[src/rtl/exmem_pkg.sv]
// Shared widths, bundle field offsets, ALU op codes and FSM state type for the EX stage.
// idex_pipl imports the same ID/EX offsets so both ends of the bundle agree.
package exmem_pkg;

    localparam int IDEX_W  = 153;
    localparam int EXMEM_W = 76;
    localparam int XLEN    = 32;

    // ID/EX bundle, LSB first
    localparam int ID_REG_WR     = 0;
    localparam int ID_ALU_SRC    = 1;
    localparam int ID_MEM_WR     = 2;
    localparam int ID_MEM_TO_RGS = 3;
    localparam int ID_MEM_RD     = 4;
    localparam int ID_BRNCH      = 5;
    localparam int ID_ALU_OP_LSB = 6;
    localparam int ID_ALU_OP_MSB = 9;
    localparam int ID_RDB_LSB    = 10;
    localparam int ID_RDB_MSB    = 41;
    localparam int ID_RDA_LSB    = 42;
    localparam int ID_RDA_MSB    = 73;
    localparam int ID_IMM_LSB    = 74;
    localparam int ID_IMM_MSB    = 105;
    localparam int ID_WA_LSB     = 106;
    localparam int ID_WA_MSB     = 110;
    localparam int ID_RB_LSB     = 111;
    localparam int ID_RB_MSB     = 115;
    localparam int ID_RA_LSB     = 116;
    localparam int ID_RA_MSB     = 120;
    localparam int ID_INSTR_LSB  = 121;
    localparam int ID_INSTR_MSB  = 152;

    // EX/MEM bundle, LSB first
    localparam int EX_VALID      = 0;
    localparam int EX_REG_WR     = 1;
    localparam int EX_MEM_WR     = 2;
    localparam int EX_MEM_TO_RGS = 3;
    localparam int EX_MEM_RD     = 4;
    localparam int EX_BRNCH      = 5;
    localparam int EX_ZERO       = 6;
    localparam int EX_WA_LSB     = 7;
    localparam int EX_WA_MSB     = 11;
    localparam int EX_SD_LSB     = 12;
    localparam int EX_SD_MSB     = 43;
    localparam int EX_RES_LSB    = 44;
    localparam int EX_RES_MSB    = 75;

    localparam logic [3:0] ALU_AND = 4'b0000;
    localparam logic [3:0] ALU_OR  = 4'b0001;
    localparam logic [3:0] ALU_ADD = 4'b0010;
    localparam logic [3:0] ALU_SUB = 4'b0110;
    localparam logic [3:0] ALU_SLT = 4'b0111;
    localparam logic [3:0] ALU_MUL = 4'b1000;
    localparam logic [3:0] ALU_NOR = 4'b1100;

    typedef enum logic [1:0] {
        ST_IDLE = 2'd0,
        ST_MUL  = 2'd1,
        ST_DONE = 2'd2
    } exmem_state_e;

    // Controls that travel from ID/EX into EX/MEM unchanged
    typedef struct packed {
        logic            reg_wr;
        logic            mem_wr;
        logic            mem_to_rgs;
        logic            mem_rd;
        logic            brnch;
        logic [4:0]      wa;
        logic [XLEN-1:0] store_data;
    } exmem_ctrl_t;

    function automatic logic [EXMEM_W-1:0] pack_exmem(input exmem_ctrl_t c,
                                                      input logic [XLEN-1:0] result,
                                                      input logic zero);
        logic [EXMEM_W-1:0] b;
        b = '0;
        b[EX_VALID]               = 1'b1;
        b[EX_REG_WR]              = c.reg_wr;
        b[EX_MEM_WR]              = c.mem_wr;
        b[EX_MEM_TO_RGS]          = c.mem_to_rgs;
        b[EX_MEM_RD]              = c.mem_rd;
        b[EX_BRNCH]               = c.brnch;
        b[EX_ZERO]                = zero;
        b[EX_WA_MSB:EX_WA_LSB]    = c.wa;
        b[EX_SD_MSB:EX_SD_LSB]    = c.store_data;
        b[EX_RES_MSB:EX_RES_LSB]  = result;
        return b;
    endfunction

endpackage

[src/rtl/exmem_if.sv]
// Pipeline-facing signals of the EX stage: ID/EX bundle in, EX/MEM bundle out.
interface exmem_if;
    import exmem_pkg::*;

    // Handshake: an ID/EX bundle is taken on a rising edge only when idex_valid=1, busy=0,
    // stall=0 and flush=0; the producer must hold idex_reg/idex_valid while busy is high.
    // stall freezes exmem_reg/branch_taken; flush overrides everything and kills EX and EX/MEM.
    logic [IDEX_W-1:0]  idex_reg;
    logic               idex_valid;
    logic               stall;
    logic               flush;
    logic               busy;
    logic [EXMEM_W-1:0] exmem_reg;
    logic               branch_taken;
    exmem_state_e       dbg_state;

    modport master (
        output idex_reg, idex_valid, stall, flush,
        input  busy, exmem_reg, branch_taken, dbg_state
    );

    modport slave (
        input  idex_reg, idex_valid, stall, flush,
        output busy, exmem_reg, branch_taken, dbg_state
    );
endinterface

[src/rtl/exmem_alu.sv]
// Combinational ALU for the single-cycle ops plus zero flag; unknown codes (and MUL) give 0.
module exmem_alu
    import exmem_pkg::*;
(
    input  logic [3:0]      alu_op,
    input  logic [XLEN-1:0] op_a,
    input  logic [XLEN-1:0] op_b,
    output logic [XLEN-1:0] result,
    output logic            zero
);

    always_comb begin
        result = '0;
        case (alu_op)
            ALU_AND: result = op_a & op_b;
            ALU_OR:  result = op_a | op_b;
            ALU_ADD: result = op_a + op_b;
            ALU_SUB: result = op_a - op_b;
            ALU_NOR: result = ~(op_a | op_b);
            ALU_SLT: result = {{(XLEN-1){1'b0}}, ($signed(op_a) < $signed(op_b))};
            default: result = '0;
        endcase
    end

    assign zero = (result == '0);

endmodule

[src/rtl/exmem_pipl.sv]
// Execute stage and EX/MEM pipeline register with stall/flush/busy handshake.
// Define EXMEM_MUL_EN to build the iterative shift-add multiplier (IDLE/MUL/DONE FSM).
module exmem_pipl
    import exmem_pkg::*;
(
    input  logic     clock,
    input  logic     reset,
    exmem_if.slave   bus
);

    logic [IDEX_W-1:0]  idex;
    logic [3:0]         alu_op;
    logic [XLEN-1:0]    rda;
    logic [XLEN-1:0]    rdb;
    logic [XLEN-1:0]    imm;
    logic [XLEN-1:0]    op_b;
    logic [XLEN-1:0]    alu_result;
    logic               alu_zero;
    exmem_ctrl_t        ctrl_in;
    logic [EXMEM_W-1:0] exmem_q;
    logic [EXMEM_W-1:0] exmem_nx;
    logic               bt_q;
    logic               unused_fields;

    assign idex   = bus.idex_reg;
    assign alu_op = idex[ID_ALU_OP_MSB:ID_ALU_OP_LSB];
    assign rda    = idex[ID_RDA_MSB:ID_RDA_LSB];
    assign rdb    = idex[ID_RDB_MSB:ID_RDB_LSB];
    assign imm    = idex[ID_IMM_MSB:ID_IMM_LSB];
    assign op_b   = idex[ID_ALU_SRC] ? imm : rdb;

    assign ctrl_in.reg_wr     = idex[ID_REG_WR];
    assign ctrl_in.mem_wr     = idex[ID_MEM_WR];
    assign ctrl_in.mem_to_rgs = idex[ID_MEM_TO_RGS];
    assign ctrl_in.mem_rd     = idex[ID_MEM_RD];
    assign ctrl_in.brnch      = idex[ID_BRNCH];
    assign ctrl_in.wa         = idex[ID_WA_MSB:ID_WA_LSB];
    assign ctrl_in.store_data = rdb;

    // ra/rb/instruction ride along for the hazard unit and debug, not used in EX
    assign unused_fields = ^idex[ID_INSTR_MSB:ID_RB_LSB];

    exmem_alu u_alu (
        .alu_op (alu_op),
        .op_a   (rda),
        .op_b   (op_b),
        .result (alu_result),
        .zero   (alu_zero)
    );

    always_ff @(posedge clock or negedge reset) begin
        if (!reset) begin
            exmem_q <= '0;
            bt_q    <= 1'b0;
        end else begin
            exmem_q <= exmem_nx;
            bt_q    <= exmem_nx[EX_BRNCH] & exmem_nx[EX_ZERO] & exmem_nx[EX_VALID];
        end
    end

    assign bus.exmem_reg    = exmem_q;
    assign bus.branch_taken = bt_q;

`ifdef EXMEM_MUL_EN
    exmem_state_e    state_q;
    exmem_state_e    state_nx;
    logic [4:0]      cnt_q;
    logic [XLEN-1:0] mul_a_q;
    logic [XLEN-1:0] mul_b_q;
    logic [XLEN-1:0] mul_acc_q;
    exmem_ctrl_t     mul_ctrl_q;
    logic            mul_start;

    always_ff @(posedge clock or negedge reset) begin
        if (!reset) state_q <= ST_IDLE;
        else        state_q <= state_nx;
    end

    // While the multiplier grinds, unstalled cycles push bubbles so MEM never sees a repeat
    always_comb begin
        state_nx  = state_q;
        exmem_nx  = exmem_q;
        mul_start = 1'b0;
        if (bus.flush) begin
            state_nx = ST_IDLE;
            exmem_nx = '0;
        end else begin
            case (state_q)
                ST_IDLE: begin
                    if (!bus.stall) begin
                        if (bus.idex_valid && alu_op == ALU_MUL) begin
                            mul_start = 1'b1;
                            state_nx  = ST_MUL;
                            exmem_nx  = '0;
                        end else if (bus.idex_valid) begin
                            exmem_nx = pack_exmem(ctrl_in, alu_result, alu_zero);
                        end else begin
                            exmem_nx = '0;
                        end
                    end
                end
                ST_MUL: begin
                    if (cnt_q == 5'd31) state_nx = ST_DONE;
                    if (!bus.stall)     exmem_nx = '0;
                end
                ST_DONE: begin
                    if (!bus.stall) begin
                        exmem_nx = pack_exmem(mul_ctrl_q, mul_acc_q, mul_acc_q == '0);
                        state_nx = ST_IDLE;
                    end
                end
                default: state_nx = ST_IDLE;
            endcase
        end
    end

    always_ff @(posedge clock or negedge reset) begin
        if (!reset) begin
            cnt_q      <= '0;
            mul_a_q    <= '0;
            mul_b_q    <= '0;
            mul_acc_q  <= '0;
            mul_ctrl_q <= '0;
        end else if (bus.flush) begin
            cnt_q <= '0;
        end else if (mul_start) begin
            cnt_q      <= '0;
            mul_a_q    <= rda;
            mul_b_q    <= op_b;
            mul_acc_q  <= '0;
            mul_ctrl_q <= ctrl_in;
        end else if (state_q == ST_MUL) begin
            mul_acc_q <= mul_acc_q + (mul_b_q[0] ? mul_a_q : '0);
            mul_a_q   <= mul_a_q << 1;
            mul_b_q   <= mul_b_q >> 1;
            cnt_q     <= cnt_q + 5'd1;
        end
    end

    assign bus.busy      = (state_q != ST_IDLE);
    assign bus.dbg_state = state_q;
`else
    always_comb begin
        exmem_nx = exmem_q;
        if (bus.flush)       exmem_nx = '0;
        else if (!bus.stall) exmem_nx = bus.idex_valid ? pack_exmem(ctrl_in, alu_result, alu_zero) : '0;
    end

    assign bus.busy      = 1'b0;
    assign bus.dbg_state = ST_IDLE;
`endif

endmodule

[src/flat_wrapper.sv]
// flat-port wrapper written by rule: the top's interface ports become plain ports
module exmem_pipl_flat import exmem_pkg::*;
  (clock, reset, bus_idex_reg, bus_idex_valid, bus_stall, bus_flush, bus_busy, bus_exmem_reg, bus_branch_taken, bus_dbg_state);
  exmem_if bus_i ();
  input  logic clock;
  input  logic reset;
  input wire logic [$bits(bus_i.idex_reg)-1:0] bus_idex_reg;
  input wire logic [$bits(bus_i.idex_valid)-1:0] bus_idex_valid;
  input wire logic [$bits(bus_i.stall)-1:0] bus_stall;
  input wire logic [$bits(bus_i.flush)-1:0] bus_flush;
  output wire logic [$bits(bus_i.busy)-1:0] bus_busy;
  output wire logic [$bits(bus_i.exmem_reg)-1:0] bus_exmem_reg;
  output wire logic [$bits(bus_i.branch_taken)-1:0] bus_branch_taken;
  output wire logic [$bits(bus_i.dbg_state)-1:0] bus_dbg_state;
  assign bus_i.idex_reg = bus_idex_reg;
  assign bus_i.idex_valid = bus_idex_valid;
  assign bus_i.stall = bus_stall;
  assign bus_i.flush = bus_flush;
  assign bus_busy = bus_i.busy;
  assign bus_exmem_reg = bus_i.exmem_reg;
  assign bus_branch_taken = bus_i.branch_taken;
  assign bus_dbg_state = bus_i.dbg_state;
  exmem_pipl u_core (.clock(clock), .reset(reset), .bus(bus_i));
endmodule
[config.mk]
export PLATFORM = sky130hd
export DESIGN_NAME = exmem_pipl_flat
export DESIGN_NICKNAME = d
export VERILOG_FILES = /design/src/rtl/exmem_pkg.sv /design/src/rtl/exmem_if.sv /design/src/rtl/exmem_alu.sv /design/src/rtl/exmem_pipl.sv /design/src/flat_wrapper.sv
export SDC_FILE = /design/constraint.sdc
export NUM_CORES = 1
export LEC_CHECK = 0
export CORE_UTILIZATION = 35
export DETAILED_ROUTE_END_ITERATION = 12
export PLACE_DENSITY = 0.6
export SETUP_SLACK_MARGIN = 0.3
export SYNTH_ARGS = -nofsm -noshare
export SYNTH_HDL_FRONTEND = slang
export SYNTH_HIERARCHICAL = 1
export SYNTH_SLANG_ARGS = --single-unit
[constraint.sdc]
create_clock -name clock -period 0.8 [get_ports clock]
set_input_delay 0.24 -clock clock [delete_from_list [all_inputs] [get_ports clock]]
set_output_delay 0.24 -clock clock [all_outputs]
set_load 0.01 [all_outputs]
# Word level (Yosys, flattened, before mapping)
# Index checks and enable logic that the tools add are counted.
# totals
reg_bits,77
inputBits,158
out_inout_bits,80
elab_cells,24
# classes
addsub,2
order_cmp,1
n_eq_ne,6
muxes,5
bitwise,5
reduce_logical,2
# op_table
operator,count
76-bit 2-to-1 mux,3
32-bit case mux with 6 select lines,1
32-bit adder,1
32-bit bitwise AND,1
32-bit zero test,1
32-bit < comparator,1
32-bit 2-to-1 mux,1
32-bit inverter,1
32-bit OR,1
32-bit subtractor,1
"4-bit by 3-bit equality test with 1-bit output, second input constant",2
"4-bit by 1-bit equality test with 1-bit output, second input constant",1
"4-bit by 2-bit equality test with 1-bit output, second input constant",1
"4-bit equality test, second input constant",1
4-bit zero test,1
1-bit bitwise AND,2
"2-bit by 1-bit != test with 1-bit output, second input constant",1

# Longest topological paths before layout
# Gate-level depths: netlist (run 1).
# depth
depth_word,10
mapped_depth,19
ltp_nobuf,17

# Modules after synthesis
# The synthesis (run 1) kept the hierarchy.
# modules_own_cells
module,n_inst,cells_each,area_each_um2
exmem_alu,1,843,5587.9
exmem_pipl,1,216,3161.8

# Worst setup path after synthesis (run 1)
# No wires, ideal clock.
# synth_timing
path_type,input to register
start,in bus_idex_reg[1]
end,"reg u_core.bt_q, in the netlist u_core/bus.branch_taken"
arrival_time_ns,4.717
t_required_ns,0.696
setup_slack_ns,-4.020
path_stages,17
path_buffers,2
cell_sequence,clkbuf_1 > buf_2 > mux2_2 > fa_1 > o21ba_1 > or4_4 > a2111oi_4 > nor3_2 > o31a_1 > o31ai_4 > a22oi_2 > or4_4 > nor4_2 > or4b_1 > nor2_1 > nand3b_1 > a221oi_1
# synth_via
elab_cells_between_ends,14
cone_classes,add/sub: 2; order compare: 1; mux: 5; bitwise: 5; reduce/logical: 1
# synth_lines
element,line,text
from (decl),flat_wrapper.sv:7,input wire logic [$bits(bus_i.idex_reg)-1:0] bus_idex_reg;
32-bit 2-to-1 mux,exmem_pipl.sv:30,assign op_b = idex[ID_ALU_SRC] ? imm : rdb;
named net u_core.op_b[1],exmem_pipl.sv:16,logic [XLEN-1:0] op_b;
32-bit < comparator,exmem_alu.sv:20,"ALU_SLT: result = {{(XLEN-1){1'b0}}, ($signed(op_a) < $signed(op_b))};"
32-bit case mux with 6 select lines,exmem_alu.sv:14,case (alu_op)
named net u_core.alu_result[0],exmem_pipl.sv:17,logic [XLEN-1:0] alu_result;
32-bit zero test,exmem_alu.sv:25,assign zero = (result == '0);
named net u_core.alu_zero,exmem_pipl.sv:18,logic alu_zero;
76-bit 2-to-1 mux (2 in series),exmem_pipl.sv:146,"else if (!bus.stall) exmem_nx = bus.idex_valid ? pack_exmem(ctrl_in, alu_result, alu_zero) : '0;"
76-bit 2-to-1 mux,exmem_pipl.sv:145,if (bus.flush) exmem_nx = '0;
1-bit bitwise AND (2 in series),exmem_pipl.sv:57,bt_q <= exmem_nx[EX_BRNCH] & exmem_nx[EX_ZERO] & exmem_nx[EX_VALID];
to (signal assigned),exmem_pipl.sv:57,
to (decl),exmem_pipl.sv:22,logic bt_q;
# The timed path passes the listed nets, and every way through them passes these cells. The select of a mux whose other input is x is not followed.
# A chain may end at the register's enable or synchronous reset.

# Worst setup path after layout (run 1)
# layout_timing
start,in bus_idex_reg[1]
end,"reg u_core.bt_q, in the netlist u_core/bus.branch_taken"
# layout_via
elab_chain_cells,10
elab_cells_between_ends,14
cone_classes,add/sub: 2; order compare: 1; mux: 5; bitwise: 5; reduce/logical: 1
# layout_rtl
element,line
32-bit 2-to-1 mux *,exmem_pipl.sv:30
named net u_core.op_b[1],exmem_pipl.sv:16
branches (longest 2 deep; another with 32-bit subtractor),-
32-bit case mux with 6 select lines *,exmem_alu.sv:14
32-bit zero test *,exmem_alu.sv:25
named net u_core.alu_zero,exmem_pipl.sv:18
76-bit 2-to-1 mux * (2 in series),exmem_pipl.sv:146
76-bit 2-to-1 mux *,exmem_pipl.sv:145
1-bit bitwise AND * (2 in series),exmem_pipl.sv:57
# Mark *: on every way through the listed nets, which the timed path passes. The select of a mux whose other input is x is not followed.

==> results of run 1 <==
-- worst max-delay path: cells and delay by family --
| family | cells | cell delay, ns |
|---|---|---|
| AOI/OAI and AO/OA | 7 | 1.58 |
| adders and majority gates | 1 | 0.21 |
| buffers and inverters | 6 | 0.70 |
| muxes | 1 | 0.32 |
| and+or+nand+nor | 6 | 1.63 |
-- worst paths after layout --
kind,startpoint,to,cells past startpoint
min reg2reg,u_core/bus.exmem_reg[33],u_core/bus.exmem_reg[33],1
min,reset,u_core/bus.exmem_reg[10],1
max,bus_idex_reg[1],u_core/bus.branch_taken,21
max in group asynchronous,reset,u_core/bus.exmem_reg[37],2
min in group clock,bus_idex_reg[10],u_core/bus.exmem_reg[12],2
max reg2reg,u_core/bus.exmem_reg[64],u_core/bus.exmem_reg[64],4
-- cell usage in the layout (no fill, tap or decap), types with 13 or more instances in the layout --
master / count
sky130_fd_sc_hd__buf_6: 64
sky130_fd_sc_hd__buf_16: 18
sky130_fd_sc_hd__nand3_1: 14
sky130_fd_sc_hd__mux2_2: 25
sky130_fd_sc_hd__buf_4: 484
sky130_fd_sc_hd__o211ai_1: 16
sky130_fd_sc_hd__clkdlybuf4s50_1: 100
sky130_fd_sc_hd__buf_12: 24
sky130_fd_sc_hd__ha_4: 18
sky130_fd_sc_hd__buf_2: 63
sky130_fd_sc_hd__ha_1: 77
sky130_fd_sc_hd__a21oi_2: 17
sky130_fd_sc_hd__inv_1: 80
sky130_fd_sc_hd__a21oi_1: 44
sky130_fd_sc_hd__dfrtp_1: 77
sky130_fd_sc_hd__a22oi_1: 19
sky130_fd_sc_hd__nor3_1: 13
sky130_fd_sc_hd__a22o_1: 74
sky130_fd_sc_hd__a21o_1: 18
sky130_fd_sc_hd__nand2_1: 38
sky130_fd_sc_hd__o21ai_0: 40
sky130_fd_sc_hd__nor2_1: 65
-- what timing repair did --
action                                  in CTS  in global routing
pin swaps                                   73                 89
endpoints found under the setup margin     154                154
buffers inserted                            59                 55
gates resized for setup                    506                165
cloned                                      16                  3
endpoints found under the hold margin       70                 20
-- cell families after synthesis --
family	count (synthesis)	share of synthesized area, %
adder cells (fa/ha/maj)	101	14.61
AND/OR/NAND/NOR	245	14.43
other	1	0.04286
multiplexers	35	4.476
flip-flops	77	22.02
AO/OA/AOI/OAI	419	35.18
buffers and inverters	170	8.137
XOR/XNOR	11	1.101
-- final cells by class --
type,instances,area [um2],share of cell area [%]
clock buffer,10,239.0,1.389
clock inverter,6,52.55,0.3055
inverter,94,362.8,2.110
multi-input combinational,814,7365,42.82
sequential,77,1927,11.20
tap,324,405.4,2.357
timing repair buffer,767,6848,39.82
-- where the power goes --
part	switching [uW]	internal, uW	leakage [uW]
logic	5770	6360	0.00707
registers	92.7	4040	0.00106
clock network	2120	2250	0.000138
-- stage by stage --
| step | utilization (%) | cells |
|---|---|---|
| final | 70.51 | 2092 |
| after CTS | 65.23 | 2034 |
| after floorplan | - | 1061 |
| after global placement | 58.70 | 1943 |
| after global routing | 70.51 | 2092 |
| after detailed placement | 58.70 | 1943 |
-- metal layers --
metal  vias to the layer above  GRT usage (%)  routed length, um
li1                       5410              -                  -
met2                       571          51.17              19960
met5                         -              0                  0
met3                        96          5.610               3304
met4                         0          8.874               1152
met1                      5601          42.71              18880
==> tab_implementation.tex, run 1 <==
\begin{tabular}{lr}
\hline
Metric & Value \\
\hline
\multicolumn{2}{l}{\textbf{Routing}} \\
Average wire length per cell after detail routing & between 20 and 25 um \\
Number of routed nets with antenna violations & 0 \\
Post-Route WL & 43.29 mm \\
First drt pass iteration count & 5 \\
Number of vias after detailed routing & 11.68k \\
First-iteration detailed-routing DRC count & 911 \\
DRC Markers & 0 \\
Detailed-route vias per instance & 5.582 \\
\multicolumn{2}{l}{\textbf{Synth}} \\
Avg Cell Area, Syn & just over 8 um2 \\
Number of synthesized flops with an enable pin & 0 \\
Largest cells by area after synthesis & sky130\_fd\_sc\_hd\_\_dfrtp\_1, sky130\_fd\_sc\_hd\_\_ha\_1, sky130\_fd\_sc\_hd\_\_a22o\_1 \\
Synth cell count leaders & sky130\_fd\_sc\_hd\_\_ha\_1, sky130\_fd\_sc\_hd\_\_inv\_1, sky130\_fd\_sc\_hd\_\_dfrtp\_1, sky130\_fd\_sc\_hd\_\_nor2\_1, sky130\_fd\_sc\_hd\_\_a22o\_1 \\
Top cell type by total area after synthesis & sky130\_fd\_sc\_hd\_\_dfrtp\_1 \\
Dominant synthesized flop cell & sky130\_fd\_sc\_hd\_\_dfrtp\_1 \\
Distinct cell type count of the synthesized netlist & 83 \\
Synthesis-stage register bit count & between 70 and 80 \\
Share of flip-flops with an asynchronous set or reset after synthesis & 100.0\% \\
YS warnings & 6 \\
Cell count after synthesis & 1,059 \\
Top-area cell type share of the netlist area & between 20\% and 30\% \\
Share of synthesized area occupied by flip-flops and latches & $\sim$22\% \\
Netlist area before placement & roughly 0.0087 mm2 \\
Library cell with the highest instance count after synthesis & sky130\_fd\_sc\_hd\_\_ha\_1 \\
\multicolumn{2}{l}{\textbf{Worst setup path}} \\
CP max FO & 3 \\
Delay contributed by the slowest stage of the critical path & around 0.52 ns \\
R2r setup slk & -0.31 ns \\
Setup crit start kind & primary input \\
Kind of critical path & primary input to flip-flop \\
Ordered list of cells on the worst path & buf\_8 > buf\_12 > mux2\_4 > buf\_6 > inv\_4 > ha\_4 > o21ba\_4 > or4\_4 > a21oi\_4 > a31oi\_4 > buf\_6 > a221o\_1 > a21oi\_2 > o2111ai\_2 > nor4\_2 > buf\_4 > nand4bb\_1 > or4b\_4 > nor2\_4 > nand3b\_1 > a221oi\_2 \\
Most frequent CP cell & sky130\_fd\_sc\_hd\_\_buf\_6 \\
CP required & about 1.1 ns \\
CP Capture Type & flip-flop \\
Master of the slowest instance on the critical path & sky130\_fd\_sc\_hd\_\_or4\_4 \\
Data arrival time of the critical path & roughly 4.7 ns \\
\multicolumn{2}{l}{\textbf{Finish}} \\
Largest register FFs & 76 \\
Area grow syn2layout & 96.57\% \\
Post-route cell area & approximately 0.017 mm2 \\
ANT cells & 0 \\
Fraction of layout cells with a size suffix above 1 & about half \\
Net count, final & between 2k and 2.5k \\
Filler Cells Inserted & a little under 2k \\
\multicolumn{2}{l}{\textbf{Timing}} \\
Crit path time final & 4.430 ns \\
Setup repair after global routing missed its margin & yes \\
Setup\_tns & -110.91 ns \\
Final setup skew & just under 0.008 ns \\
Final Hold Fails & 77 \\
Hold\_ws & -0.2685 ns \\
Tcrit/Tclk final & 553.8\% \\
Measured slew at the worst slew-check pin & about 0.65 ns \\
Relative slew slack & 56.29\% \\
Final setup fails & 154 \\
Fin. max-slew vios & 0 \\
Minimum setup slack in the final design & -3.630 ns \\
Maximum frequency from static timing analysis & about 0.23 GHz \\
\multicolumn{2}{l}{\textbf{Clocking}} \\
CTS tree & done \\
Clk slew on worst S/H paths & approximately 0.070 ns \\
Clk Tree Root Cell & sky130\_fd\_sc\_hd\_\_clkbuf\_16 \\
TritonCTS Buffers & 9 \\
Num Clock Sinks & 77 \\
Clock latency at the later pin of the worst-skew pair & 0.36 ns \\
Max H-tree Level & 3 \\
Deepest clock path buffer count & 2 \\
\multicolumn{2}{l}{\textbf{Floorplan}} \\
Die span in y & $\sim$160 um \\
CORE AREA & 0.02439 mm2 \\
Die area & about 0.026 mm2 \\
Initial core utilization & a little over a third \\
IO Pins & 238 \\
Width of the chip & 160.1 um \\
Num rows & 57 \\
\multicolumn{2}{l}{\textbf{Global routing}} \\
Global-route usage over all layers & 31.54\% \\
Number of global-route vias before repair & roughly 11k \\
Overflow left after global routing & 0 \\
Number of antenna violations at the first check in global routing & 0 \\
First-pass GRT wire length & roughly 63 mm \\
Largest net degree at the start of global routing & 26 \\
\multicolumn{2}{l}{\textbf{Pwr}} \\
Overall Power & 20,640 uW \\
Worst IR drop on VDD & between 0.0009 and 0.001 V \\
Pwr Density & between 1000 and 1500 mW/mm2 \\
Pleak & slightly above 0.008 uW \\
\multicolumn{2}{l}{\textbf{Placed design}} \\
Global placer's final weighted congestion & 0.9395 \\
HPWL after DPL & $\sim$29 mm \\
Post-placement cell area & 0.01432 mm2 \\
PortBufs & roughly 190 \\
Post-placement setup slack & -4.257 ns \\
\multicolumn{2}{l}{\textbf{Status}} \\
Outcome & finished with violations \\
Violations in the final reports & hold timing, setup timing \\
\multicolumn{2}{l}{\textbf{Hold path}} \\
Hold Crit Class & primary input to async pin \\
\multicolumn{2}{l}{\textbf{Flow run}} \\
Max-capacitance violation count & 0 \\
\hline
\end{tabular}
(Power assumes the default switching activity.)
==> inputs of run 2 (changes only) <==
--- a/config.mk
+++ b/config.mk
@@ -7,6 +7,7 @@
 export LEC_CHECK = 0
 export CORE_UTILIZATION = 35
 export DETAILED_ROUTE_END_ITERATION = 12
+export MAX_ROUTING_LAYER = met4
 export PLACE_DENSITY = 0.6
 export SETUP_SLACK_MARGIN = 0.3
 export SYNTH_ARGS = -nofsm -noshare
==> tab_implementation.tex, run 2 (same netlist as run 1, synthesis figures left out) <==
\begin{tabular}{lr}
\hline
Metric & Value \\
\hline
\multicolumn{2}{l}{\textbf{Finish}} \\
Most common library cell in the layout ignoring fill and taps & sky130\_fd\_sc\_hd\_\_buf\_4 \\
Net count, final & 2,044 (+1.1\%) \\
Final cell count without fillers & 2,114 (+1.1\%) \\
Area grow syn2layout & 97.15\% \\
Filler Cells Inserted & 1,882 (-2.2\%) \\
Largest register FFs & 76 (unchanged) \\
Fraction of layout cells with a size suffix above 1 & 53.07\% (+1.1 points) \\
Commonest cells after routing, fill and taps aside & sky130\_fd\_sc\_hd\_\_buf\_4, sky130\_fd\_sc\_hd\_\_buf\_6, sky130\_fd\_sc\_hd\_\_clkdlybuf4s50\_1, sky130\_fd\_sc\_hd\_\_ha\_1 \\
ANT cells & 0 (unchanged) \\
\multicolumn{2}{l}{\textbf{Global routing}} \\
Number of global-route vias before repair & 11.58k (+2.5\%) \\
First-pass GRT wire length & 63.86 mm (+0.98\%) \\
Largest net degree at the start of global routing & 35 (+35\%) \\
Overflow left after global routing & 0 (unchanged) \\
Global-route usage over all layers & 32.69\% (+1.1 points) \\
Number of antenna violations at the first check in global routing & 0 (unchanged) \\
\multicolumn{2}{l}{\textbf{Timing}} \\
Setup repair after global routing missed its margin & yes \\
Measured slew at the worst slew-check pin & 0.7774 ns (+0.1287 ns) \\
Final setup skew & 0.004218 ns (-0.003564 ns) \\
Hold\_ws & -0.2730 ns (-0.004568 ns) \\
Crit path time final & 4.558 ns (+0.1279 ns) \\
Fin. max-slew vios & 0 (unchanged) \\
Final setup fails & 145 (-5.8\%) \\
Maximum frequency from static timing analysis & 0.2194 GHz (-2.8\%) \\
Relative slew slack & 48.12\% (-8.2 points) \\
Minimum setup slack in the final design & -3.758 ns (-0.1279 ns) \\
Tcrit/Tclk final & 569.8\% (+16 points) \\
Final Hold Fails & 77 (unchanged) \\
\multicolumn{2}{l}{\textbf{Placed design}} \\
HPWL after DPL & 29.22 mm (+0.98\%) \\
Total instance count after detailed placement & 1,929 (-0.72\%) \\
Global placer's final weighted congestion & 1.005 (+6.9\%) \\
PortBufs & 192 (unchanged) \\
\multicolumn{2}{l}{\textbf{Worst setup path}} \\
Kind of critical path & primary input to flip-flop \\
Worst flop-to-flop path startpoint & u\_core/bus.exmem\_reg[61] \\
Master of the slowest instance on the critical path & sky130\_fd\_sc\_hd\_\_or4\_4 \\
CP max FO & 4 (+1) \\
CP Launch Point & bus\_idex\_reg[1] \\
CP required & 1.04 ns (-0.03 ns) \\
Setup crit start kind & primary input \\
R2r setup slk & -0.29 ns (+0.02 ns) \\
Most frequent CP cell & sky130\_fd\_sc\_hd\_\_buf\_6 \\
Delay contributed by the slowest stage of the critical path & 0.53 ns (about the same) \\
Data arrival time of the critical path & 4.80 ns (+0.10 ns) \\
CP Capture Type & flip-flop \\
\multicolumn{2}{l}{\textbf{Floorplan}} \\
IO Pins & 238 (unchanged) \\
CORE AREA & 0.02439 mm2 (unchanged) \\
Die span in y & 160.1 um (unchanged) \\
Initial core utilization & 35.87\% (unchanged) \\
Num rows & 57 (unchanged) \\
Die area & 0.02564 mm2 (unchanged) \\
Width of the chip & 160.1 um (unchanged) \\
\multicolumn{2}{l}{\textbf{Routing}} \\
Number of vias after detailed routing & 11.76k (+0.70\%) \\
Post-Route WL & 42.55 mm (-1.7\%) \\
Detailed-route vias per instance & 5.563 (-0.35\%) \\
First-iteration detailed-routing DRC count & 838 (-8.0\%) \\
First drt pass iteration count & 5 (unchanged) \\
Average wire length per cell after detail routing & 20.13 um (-2.7\%) \\
DRC Markers & 0 (unchanged) \\
Number of routed nets with antenna violations & 0 (unchanged) \\
\multicolumn{2}{l}{\textbf{Status}} \\
Outcome & finished with violations \\
Violations in the final reports & hold timing, setup timing \\
\multicolumn{2}{l}{\textbf{Hold path}} \\
Hold Crit Class & primary input to async pin \\
\multicolumn{2}{l}{\textbf{Pwr}} \\
Pwr Density & 1210 mW/mm2 (+0.84\%) \\
Pleak & 0.008358 uW (+1.2\%) \\
Worst IR drop on VDD & 0.001211 V (+32\%) \\
\multicolumn{2}{l}{\textbf{Clocking}} \\
CTS tree & done \\
TritonCTS Buffers & 9 (unchanged) \\
Clock latency at the later pin of the worst-skew pair & 0.35 ns (about the same) \\
Num Clock Sinks & 77 (unchanged) \\
Deepest clock path buffer count & 2 (unchanged) \\
Max H-tree Level & 3 (unchanged) \\
Clk Tree Root Cell & sky130\_fd\_sc\_hd\_\_clkbuf\_16 \\
Clk slew on worst S/H paths & 0.06 ns (about the same) \\
\multicolumn{2}{l}{\textbf{Flow run}} \\
Max-capacitance violation count & 0 (unchanged) \\
\hline
\end{tabular}
-- run 2: cell types whose count changed in the layout (fill, tap and decap cells not counted), sizes merged --
cell,before,now
buf,656,683
clkbuf,13,10
clkdlybuf4s50,100,95
dlygate4sd2,5,9
dlymetal6s2s,3,2
-- run 2: final cells by class --
type	instances	area [um2]	area share [%]
Clock inverter	6	52.55	0.3046
Inverter	94	372.9	2.161
Tap cell	324	405.4	2.350
Timing Repair Buffer	789	6837	39.63
Multi-Input combinational cell	814	7417	43.00
Clock buffer	10	239.0	1.385
Sequential cell	77	1927	11.17
-- run 2: power by group --
| group | internal, uW | switching (uW) | leakage, uW |
|---|---|---|---|
| logic | 6540 | 5870 | 0.00716 |
| clock network | 2250 | 2090 | 0.000138 |
| registers | 4040 | 81.9 | 0.00106 |
-- run 2: stage by stage --
| stage | setup TNS, ns | power (uW) | area [um2] | util, % | setup slack, ns |
|---|---|---|---|---|---|
| after CTS | -110.87 | 19530 | 16170 | 66.29 | -3.808 |
| after global placement | -156.88 | 13400 | 14210 | 58.26 | -4.173 |
| after floorplan | -79.72 | 8369 | 8972 | - | -3.740 |
| final | -113.03 | 20870 | 17250 | 70.72 | -3.758 |
| after global routing | -117.91 | 21780 | 17250 | 70.72 | -3.811 |
| after detailed placement | -158.06 | 13440 | 14210 | 58.26 | -4.302 |
-- run 2: timing repair --
item | in CTS | in global routing
pin swaps | 90 | 94
gates cloned | 10 | 0
hold endpoints to repair | 77 | 77
buffers inserted | 101 | 58
setup endpoints to repair | 154 | 154
resized for setup | 585 | 138
-- run 2: worst paths after layout --
| check | endpoint | depth (start not counted) |
|---|---|---|
| min in group clock | u_core/bus.exmem_reg[13] | 2 |
| max in group asynchronous | u_core/bus.exmem_reg[35] | 2 |
| max | u_core/bus.exmem_reg[44] | 26 |
| max reg2reg | u_core/bus.exmem_reg[61] | 4 |
| min | u_core/bus.exmem_reg[13] | 1 |
| min reg2reg | u_core/bus.exmem_reg[4] | 1 |
-- run 2: layer usage --
layer	up-vias	GRT usage, %	routed length, um
met5	-	-	0
met1	5661	43.11	18950
met2	543	50.97	19460
met4	0	9.091	1057
met3	110	5.948	3082
li1	5446	-	-
-- run 2: worst max-delay path, delay by kind of cell --
family	cells	cell delay, ns
fa+ha+maj	2	0.59
mux	1	0.33
compound gates	6	1.42
simple gates	2	0.65
buf+inv	15	1.57
